File: config.mk
export PLATFORM = sky130hd
export DESIGN_NAME = screen_blitter
export DESIGN_NICKNAME = d
export VERILOG_FILES = /design/src/rtl/screen_blitter.sv
export SDC_FILE = /design/constraint.sdc
export NUM_CORES = 1
export LEC_CHECK = 0
export CAP_MARGIN = 30
export CELL_PAD_IN_SITES_DETAIL_PLACEMENT = 0
export CELL_PAD_IN_SITES_GLOBAL_PLACEMENT = 1
export CORE_ASPECT_RATIO = 0.8
export CORE_MARGIN = 3
export CORE_UTILIZATION = 26
export CTS_CLUSTER_DIAMETER = 200
export DETAILED_ROUTE_END_ITERATION = 10
export GPL_ROUTABILITY_DRIVEN = 1
export PLACE_DENSITY_LB_ADDON = 0.1
export SYNTH_ARGS = -nofsm -noshare
export SYNTH_HDL_FRONTEND = slang
export SYNTH_SLANG_ARGS = --single-unit
File: constraint.sdc
create_clock -name i_clk -period 4.8 [get_ports i_clk]
set_input_delay 0.48 -clock i_clk [delete_from_list [all_inputs] [get_ports i_clk]]
set_output_delay 0.48 -clock i_clk [all_outputs]
set_load 0.02 [all_outputs]
File: src/rtl/screen_blitter.sv
// screen_blitter
// Full-screen image drawer for the VGA path. A start pulse sweeps every pixel
// of an SCR_W x SCR_H frame in raster order. Each address goes out to all of
// the external screen ROMs. A delay line carries the pixel coordinates until
// the ROM data is ready, and a registered output stage then hands
// x/y/colour/plot to the VGA adapter.
//
// Ports:
//   i_clk            system clock, rising edge
//   i_resetn         synchronous reset, active-high (1 = reset)
//   i_start          one-cycle request to draw a frame (only honoured in IDLE)
//   i_abort          cancel an in-progress draw (SWEEP/DRAIN only)
//   i_fill_mode      0 = draw ROM image, 1 = solid fill with i_fill_colour
//   i_fill_colour    fill colour
//   i_screen_select  ROM image index, latched at start
//   o_rom_addr       address broadcast to all screen ROMs
//   i_rom_q          concatenated ROM outputs, screen i at [i*COLOUR_W +: COLOUR_W]
//   o_x, o_y         pixel coordinates
//   o_colour         pixel colour
//   o_plot           x/y/colour valid, write pixel
//   o_busy           draw in progress, including pipeline drain
//   o_done           one-cycle pulse at completion
module screen_blitter #(
    parameter int SCR_W       = 160,
    parameter int SCR_H       = 120,
    parameter int ADDR_W      = 15,
    parameter int COORD_W     = 10,
    parameter int COLOUR_W    = 2,
    parameter int NUM_SCREENS = 3,
    parameter int SEL_W       = 2,
    parameter int ROM_LAT     = 1,
    parameter int TRANSP_EN   = 0,
    parameter int TRANSP_KEY  = 0
) (
    input  logic                            i_clk,
    input  logic                            i_resetn,
    input  logic                            i_start,
    input  logic                            i_abort,
    input  logic                            i_fill_mode,
    input  logic [COLOUR_W-1:0]             i_fill_colour,
    input  logic [SEL_W-1:0]                i_screen_select,
    output logic [ADDR_W-1:0]               o_rom_addr,
    input  logic [NUM_SCREENS*COLOUR_W-1:0] i_rom_q,
    output logic [COORD_W-1:0]              o_x,
    output logic [COORD_W-1:0]              o_y,
    output logic [COLOUR_W-1:0]             o_colour,
    output logic                            o_plot,
    output logic                            o_busy,
    output logic                            o_done
);

    localparam int NPIX  = SCR_W * SCR_H;
    localparam int CNT_W = (ROM_LAT > 1) ? $clog2(ROM_LAT) : 1;

    typedef enum logic [1:0] {IDLE, SWEEP, DRAIN, FINISH} state_t;

    state_t               r_state;
    logic [ADDR_W-1:0]    r_addr;
    logic [COORD_W-1:0]   r_xCount;
    logic [COORD_W-1:0]   r_yCount;
    logic [CNT_W-1:0]     r_drainCount;
    logic                 r_fill;
    logic [COLOUR_W-1:0]  r_fillColour;
    logic [SEL_W-1:0]     r_sel;

    logic [COORD_W-1:0]   r_dlX [ROM_LAT];
    logic [COORD_W-1:0]   r_dlY [ROM_LAT];
    logic [ROM_LAT-1:0]   r_dlValid;

    logic                 w_abortNow;
    logic                 w_tailValid;
    logic [COLOUR_W-1:0]  w_romColour;
    logic [COLOUR_W-1:0]  w_pixColour;
    logic                 w_transparent;

    assign w_abortNow  = i_abort && ((r_state == SWEEP) || (r_state == DRAIN));
    assign w_tailValid = r_dlValid[ROM_LAT-1];
    assign o_rom_addr  = r_addr;

    // Main sequencer. The draw settings are latched at start so that input
    // changes during a frame cannot affect it. The x/y counters wrap
    // alongside the linear address, so no divider is needed. DRAIN waits
    // ROM_LAT cycles so the last pixel leaves the delay line before done.
    always_ff @(posedge i_clk) begin
        if (i_resetn) begin
            r_state      <= IDLE;
            r_addr       <= '0;
            r_xCount     <= '0;
            r_yCount     <= '0;
            r_drainCount <= '0;
            r_fill       <= 1'b0;
            r_fillColour <= '0;
            r_sel        <= '0;
            o_busy       <= 1'b0;
            o_done       <= 1'b0;
        end else begin
            o_done <= 1'b0;
            case (r_state)
                IDLE: begin
                    if (i_start) begin
                        r_fill       <= i_fill_mode;
                        r_fillColour <= i_fill_colour;
                        r_sel        <= i_screen_select;
                        r_addr       <= '0;
                        r_xCount     <= '0;
                        r_yCount     <= '0;
                        o_busy       <= 1'b1;
                        r_state      <= SWEEP;
                    end
                end
                SWEEP: begin
                    if (i_abort) begin
                        o_busy  <= 1'b0;
                        r_state <= IDLE;
                    end else if (r_addr == ADDR_W'(NPIX - 1)) begin
                        r_drainCount <= '0;
                        r_state      <= DRAIN;
                    end else begin
                        r_addr <= r_addr + 1'b1;
                        if (r_xCount == COORD_W'(SCR_W - 1)) begin
                            r_xCount <= '0;
                            r_yCount <= r_yCount + 1'b1;
                        end else begin
                            r_xCount <= r_xCount + 1'b1;
                        end
                    end
                end
                DRAIN: begin
                    if (i_abort) begin
                        o_busy  <= 1'b0;
                        r_state <= IDLE;
                    end else if (r_drainCount == CNT_W'(ROM_LAT - 1)) begin
                        r_state <= FINISH;
                    end else begin
                        r_drainCount <= r_drainCount + 1'b1;
                    end
                end
                FINISH: begin
                    o_done  <= 1'b1;
                    o_busy  <= 1'b0;
                    r_state <= IDLE;
                end
                default: r_state <= IDLE;
            endcase
        end
    end

    // Coordinate delay line. It shifts every cycle, and a valid entry is
    // pushed only while sweeping. The tail lines up with the ROM data for
    // the same address. An abort clears the valid bits so that no stale
    // pixel plots after the draw is cancelled.
    always_ff @(posedge i_clk) begin
        if (i_resetn || w_abortNow) begin
            r_dlValid <= '0;
        end else begin
            r_dlValid[0] <= (r_state == SWEEP);
            r_dlX[0]     <= r_xCount;
            r_dlY[0]     <= r_yCount;
            for (int i = 1; i < ROM_LAT; i++) begin
                r_dlValid[i] <= r_dlValid[i-1];
                r_dlX[i]     <= r_dlX[i-1];
                r_dlY[i]     <= r_dlY[i-1];
            end
        end
    end

    // Screen mux. A latched index that does not name a real screen falls
    // through to black.
    always_comb begin
        w_romColour = '0;
        for (int i = 0; i < NUM_SCREENS; i++) begin
            if (r_sel == SEL_W'(i)) begin
                w_romColour = i_rom_q[i*COLOUR_W +: COLOUR_W];
            end
        end
    end

    assign w_pixColour   = r_fill ? r_fillColour : w_romColour;
    assign w_transparent = (TRANSP_EN != 0) && !r_fill &&
                           (w_pixColour == COLOUR_W'(TRANSP_KEY));

    // Registered output stage. A transparent pixel still updates x/y/colour
    // but does not plot. When no valid pixel is present, the coordinates
    // and colour hold their last values.
    always_ff @(posedge i_clk) begin
        if (i_resetn) begin
            o_x      <= '0;
            o_y      <= '0;
            o_colour <= '0;
            o_plot   <= 1'b0;
        end else if (w_abortNow) begin
            o_plot <= 1'b0;
        end else begin
            o_plot <= w_tailValid && !w_transparent;
            if (w_tailValid) begin
                o_x      <= r_dlX[ROM_LAT-1];
                o_y      <= r_dlY[ROM_LAT-1];
                o_colour <= w_pixColour;
            end
        end
    end

endmodule

Word-level counts from Yosys, hierarchy flattened

Memory sizes are Yosys's and may differ from the RTL's. A register that Yosys moved wholly into a read port is not among the register bits.
Cells that the tools add are included.

Equal/unequal tests: 16
Reduce and logical (&&, ||, !) cells: 16
Bitwise gates (word level): 1
Mux-type cells: 33
Add/sub/neg operators: 4

Operators by type and width:

| operator                                                          | count |
|---|---|
| 10-bit two-way mux                                                | 7 |
| 15-bit two-way mux                                                | 3 |
| 10-bit one-hot mux with 2 select lines                            | 2 |
| 15-bit one-hot mux with 2 select lines                            | 1 |
| 10-bit by 1-bit adder with 10-bit output (second input constant)  | 2 |
| 2-bit two-way mux                                                 | 9 |
| 15-bit by 1-bit adder with 15-bit output (second input constant)  | 1 |
| 15-bit == test (second input constant)                            | 1 |
| 10-bit by 8-bit == test with 1-bit output (second input constant) | 1 |
| 1-bit two-way mux                                                 | 8 |
| 2-bit != test (second input constant)                             | 4 |
| 2-bit one-hot mux with 4 select lines                             | 1 |
| 4-bit AND reduction                                               | 2 |
| 2-bit == test (second input constant)                             | 3 |
| 2-bit by 1-bit != test with 1-bit output (second input constant)  | 3 |
| 2-bit AND reduction                                               | 3 |
| 5-bit AND reduction                                               | 1 |
| 2-bit by 1-bit == test with 1-bit output (second input constant)  | 2 |
| 2-bit zero test                                                   | 2 |
| 2-bit nonzero test                                                | 2 |
| 2-bit OR reduction                                                | 2 |
| 3-bit by 2-bit != test with 1-bit output (second input constant)  | 1 |
| 3-bit != test (second input constant)                             | 1 |
| 1-bit one-hot mux with 3 select lines                             | 1 |
| 6 further kinds                                                   | 7 |

Logic and storage cells: 85
Output and inout bits: 40
Input bits: 15
Memories: 2
Register bits after elaboration: 49
RAM bits: 20

Memories:

| name  | words | bits a word | rd ports | clocked after Yosys merged registers in | wr ports | line | text |
|---|---|---|---|---|---|---|---|
| r_dlX | 1     | 10          | 1        | 1                                       | 1        | 66   | `logic [COORD_W-1:0] r_dlX [ROM_LAT];` |
| r_dlY | 1     | 10          | 1        | 1                                       | 1        | 67   | `logic [COORD_W-1:0] r_dlY [ROM_LAT];` |

Logic depth before layout (Yosys ltp)

Word-level depth: 5
Gate-level depth with buffers: 9
Depth with buffers taken out: 7

Least setup slack after synthesis

No wires, ideal clock.

Path type: flip-flop to flip-flop
From: register r_state[0]
To: register r_xCount[6]
Setup time: 0.091 ns
Slack: 2.567 ns
Arrival: 2.142 ns
Path buffers: 2
Data required time: 4.709 ns
Clock period less this slack: 2.233 ns
Stages on the path, launching flop included: 10
Path through: dfxtp_1 -> inv_1 -> ha_1 -> clkbuf_1 -> nor2b_1 -> a21o_1 -> clkbuf_1 -> nor4_2 -> a31oi_1 -> a311oi_1

Longest elaborated chain between the ends: 3
Elaborated cells between the ends (all ways): 8
Those cells by class: eq/ne (4); mux (1); reduce/logical (3)

Ends and longest elaborated chain:

| item                                                                        | line | text |
|---|---|---|
| start: declaration                                                          | 57   | `state_t r_state;` |
| start signal: assignment                                                    | 86   | `r_state <= IDLE;` |
| start signal: assignment                                                    | 108  | `r_state <= SWEEP;` |
| start signal: assignment                                                    | 114  | `r_state <= IDLE;` |
| 2-bit by 1-bit == test with 1-bit output or 2-bit zero test (tied branches) | 98   | `case (r_state)` |
| 2-bit != test (no line) or 2-bit nonzero test (tied branches)               | -    |  |
| 4-bit AND reduction (no line)                                               | -    |  |
| end signal: assignment                                                      | 124  | `r_xCount <= r_xCount + 1'b1;` |
| end: declaration                                                            | 59   | `logic [COORD_W-1:0] r_xCount;` |

Parallel ways exist; a longest one is shown, timed or not.
A chain may end at the register's enable or synchronous reset.

Worst setup path after layout

From: register r_addr[8], in the netlist o_rom_addr[8]
To: register r_addr[14], in the netlist o_rom_addr[14]

Longest elaborated chain between the ends: 4
Elaborated cells between the ends (all ways): 7
Those cells by class: add/sub (1); eq/ne (2); mux (3); reduce/logical (1)

Ends and longest elaborated chain:

| item                                     | line | text |
|---|---|---|
| start: declaration                       | 58   | `logic [ADDR_W-1:0] r_addr;` |
| start signal: assignment                 | 119  | `r_addr <= r_addr + 1'b1;` |
| 15-bit by 1-bit adder with 15-bit output | 119  |  |
| 15-bit two-way mux                       | 115  | `end else if (r_addr == ADDR_W'(NPIX - 1)) begin` |
| 15-bit two-way mux                       | 112  | `if (i_abort) begin` |
| 15-bit one-hot mux with 2 select lines   | 98   |  |

Parallel ways exist; a longest one is shown, timed or not. The select of a mux whose other input is x is not followed.

==> flow_metrics.tcl <==
set metrics [dict create \
    synth_edf_count 20 \
    nets 483 \
    synth_top_area_cell "dfxtp_1" \
    regToRegStartpoint "o_rom_addr[8]$_SDFFE_PP0P_" \
    critical_path_arrival_ps 3090 \
    antenna_found_initial 0 \
    areaGrowthSynthToFinish_pct 27.1 \
    synth.area.mux_share_pct 1.62 \
    utilization_pct 34.6 \
    p_comb_share_pct 12.8 \
    seqPwrFrac_pct 46.0 \
    path_max_fanout 22 \
    setup_viol 0 \
    layout_commonest_cell "nand2_1" \
    slew-limit-headroom_pct 33.9 \
    setup_tns_ps 0 \
    p_int_mw 1.27 \
    initial_core_util_pct 27.2 \
    drt-total-wl_um 9700 \
    min_period_ps 2810 \
    synth_top_family_by_area "simple AND/OR/NAND/NOR gates" \
    cts_resized 0 \
    grt_overflow_total 0 \
    dieHeight_um 114 \
    clock_latency_ps 340 \
    status "completed" \
    nFillCells 1460 \
    yosys_most_used_dff "dfxtp_1" \
    htreeDepth 3 \
    place_congestion 0.771 \
    swShare_pct 27.3 \
    fin_cells 645 \
    root_buffer "clkbuf_16" \
    final_cell_mix "76 x nand2_1, 68 x dfxtp_1, 53 x clkdlybuf4s50_1" \
    clk_pin_slew_ps 70 \
    cp.required_ps 5080 \
    dpl.cell_count 628 \
    drtIter0Drc 207 \
    ioPinCount 55 \
    slew_violations 0 \
    dr.pass1.iters 4 \
    synth-xor-area-share_pct 1.62 \
    cts_tree "done" \
    synth_area_leaders "dfxtp_1 36%, edfxtp_1 16%, nand2_1 7.5%" \
    dr_total_vias 3130 \
    grt_max_degree 34 \
    drc 0 \
    clockBufferDepth 2 \
    yosys.area_share.simple_pct 22.1 \
    async_flop_share_pct 0 \
    cap_viol_max_count 0 \
    dpl.hpwl_um 6600 \
    p_leak_nw 1.58 \
    syn_area_per_cell_um2 9.17 \
    place.port_buffers 54 \
    final-hold-violation-count 0 \
    ys_types 51 \
    grtUsageTotal_pct 12.5 \
    synth_compound_area_share_pct 16.9 \
    critical_path.startpoint "o_rom_addr[8]$_SDFFE_PP0P_" \
    worst-setup-path-type "reg2reg" \
    period_share_pct 58.6 \
    cts_inserted_buffers 9 \
    ys_seq_area_share_pct 51.9 \
    final_layout_size_suffix_gt1_share_pct 6.45 \
    rr_endpoint "o_rom_addr[14]$_SDFFE_PP0P_" \
    synthAdderAreaFrac_pct 2.65 \
    hold_class "reg2reg" \
    rsz0062_at_grt "false" \
    p_per_area_nw_per_um2 365 \
    num_rows 38 \
    first_global_vias 2987 \
    r2r_slack_ps 1990 \
    grt_pass1_wl_um 16000 \
    tightest_slew_ps 992 \
    fmax_mhz 355 \
    syn_inst 412 \
    holdWs_ps 454 \
    viasPerCell 4.85 \
    synth_area_um2 3780 \
    ir_drop_v 0.000194 \
    coreArea_um2 13900 \
    dieArea_um2 16000 \
    yosys_warnings 0 \
    cts.sinks 88 \
    post-cts-setup-buffer-count 0 \
    startpoint_type "flip-flop" \
    r2r_cells 5 \
    synth_nets 435 \
    synth_top_area_share_pct 36.0 \
    ys_ff_latch 88 \
    fin_worst_skew_ps 7.97 \
    wire_per_inst_um 15.0 \
    ant_nets 0 \
    die_x_um 141 \
    antenna_cells 0 \
    endpoint "o_rom_addr[14]$_SDFFE_PP0P_" \
    cp-end-kind "flip-flop" \
    clkPwrFrac_pct 41.2 \
    cts_hold_buf 0 \
    switching_power_uw 478 \
]
==> synth_stat cells, types with 3 or more instances <==
library cell and count:
nand2_1 76, dfxtp_1 68, a21oi_1 53, nor2_1 21
edfxtp_1 20, nand3_1 18, clkbuf_1 17, o21ai_1 10
a31oi_1 8, ha_1 8, nand4_1 8, or3_1 8
a211oi_1 6, inv_1 6, nand2b_1 6, xnor2_1 6
mux2i_1 5, or4_1 5, a2111oi_0 4, nand3b_1 4
nor3_1 4, a41oi_1 3, and2_1 3, and4_1 3
buf_4 3, nor2b_1 3, o211ai_1 3, o21ai_0 3
==> flip-flops by register name, indices dropped and copies added (netlist names), 10 cells and up <==
signal and count:
o_rom_addr 15, o_x 10, r_yCount 10, o_y 10, r_xCount 10, r_dlX 10, r_dlY 10
==> through the flow <==
step / area, um^2 / power [mW] / setup slack [ps]
2_1_floorplan: 3780 / 0.964 / 2570
3_3_place_gp: 4470 / 1.05 / 1940
3_5_place_dp: 4490 / 1.05 / 1930
4_1_cts: 4800 / 1.78 / 1940
5_1_grt: 4810 / 1.83 / 1810
6_report: 4810 / 1.75 / 1990
==> kinds of logic after synthesis <==
family                     after synthesis
buffers and inverters                   29
AOI/OAI and AO/OA                      105
DFF                                     88
xor gates and xnor gates                 7
and+or+nand+nor                        169
muxes                                    6
adders and majority gates                8
==> critical path: stages (launching register included) <==
cell	delay, ps
dfxtp_1	380
or4b_4	580
or4_1	590
o21ai_2	790
or4_1	240
mux2i_1	170
==> power groups by stage <==
stage	combinational [mW]	sequential, mW	clock [mW]
2_1_floorplan	0.130	0.834	0
3_3_place_gp	0.224	0.822	0
3_5_place_dp	0.228	0.823	0
4_1_cts	0.228	0.806	0.745
5_1_grt	0.249	0.809	0.773
6_report	0.225	0.806	0.722
==> layer usage <==
layer  vias up  share of wire (%)  routed length, um  track usage [%]
met5         -                  0                  0                0
met4         0                1.5                148             4.20
met3        12                4.8                470             3.31
met2        61                 44               4250             19.1
met1      1471                 50               4830             17.1
li1       1586                  -                  -                -
==> worst min-delay path by stage <==
stage | from | to | slack (ps) | cells after the start
after CTS | o_x[7]$_SDFFE_PP0P_ | o_x[7]$_SDFFE_PP0P_ | 460 | 2
after global routing | o_x[6]$_SDFFE_PP0P_ | o_x[6]$_SDFFE_PP0P_ | 470 | 2
after floorplan | r_yCount[2]$_SDFFE_PP0P_ | r_dlY[0][2]$_DFFE_PN_ | 410 | 0
after detailed placement | o_x[7]$_SDFFE_PP0P_ | o_x[7]$_SDFFE_PP0P_ | 450 | 2
after global placement | o_x[5]$_SDFFE_PP0P_ | o_x[5]$_SDFFE_PP0P_ | 440 | 2
final | o_x[0]$_SDFFE_PP0P_ | o_x[0]$_SDFFE_PP0P_ | 450 | 2
==> cell type report <==
type / instances / area (um^2) / share of cell area, %
Multi-Input combinational cell: 295 / 1700 / 35.4
Clock buffer: 9 / 225 / 4.69
Sequential cell: 88 / 1960 / 40.8
Tap cell: 180 / 225 / 4.69
Clock inverter: 7 / 80.1 / 1.67
Timing Repair Buffer: 59 / 586 / 12.2
Inverter: 7 / 26.3 / 0.547
Note: power is estimated with default switching activity, not from simulation.
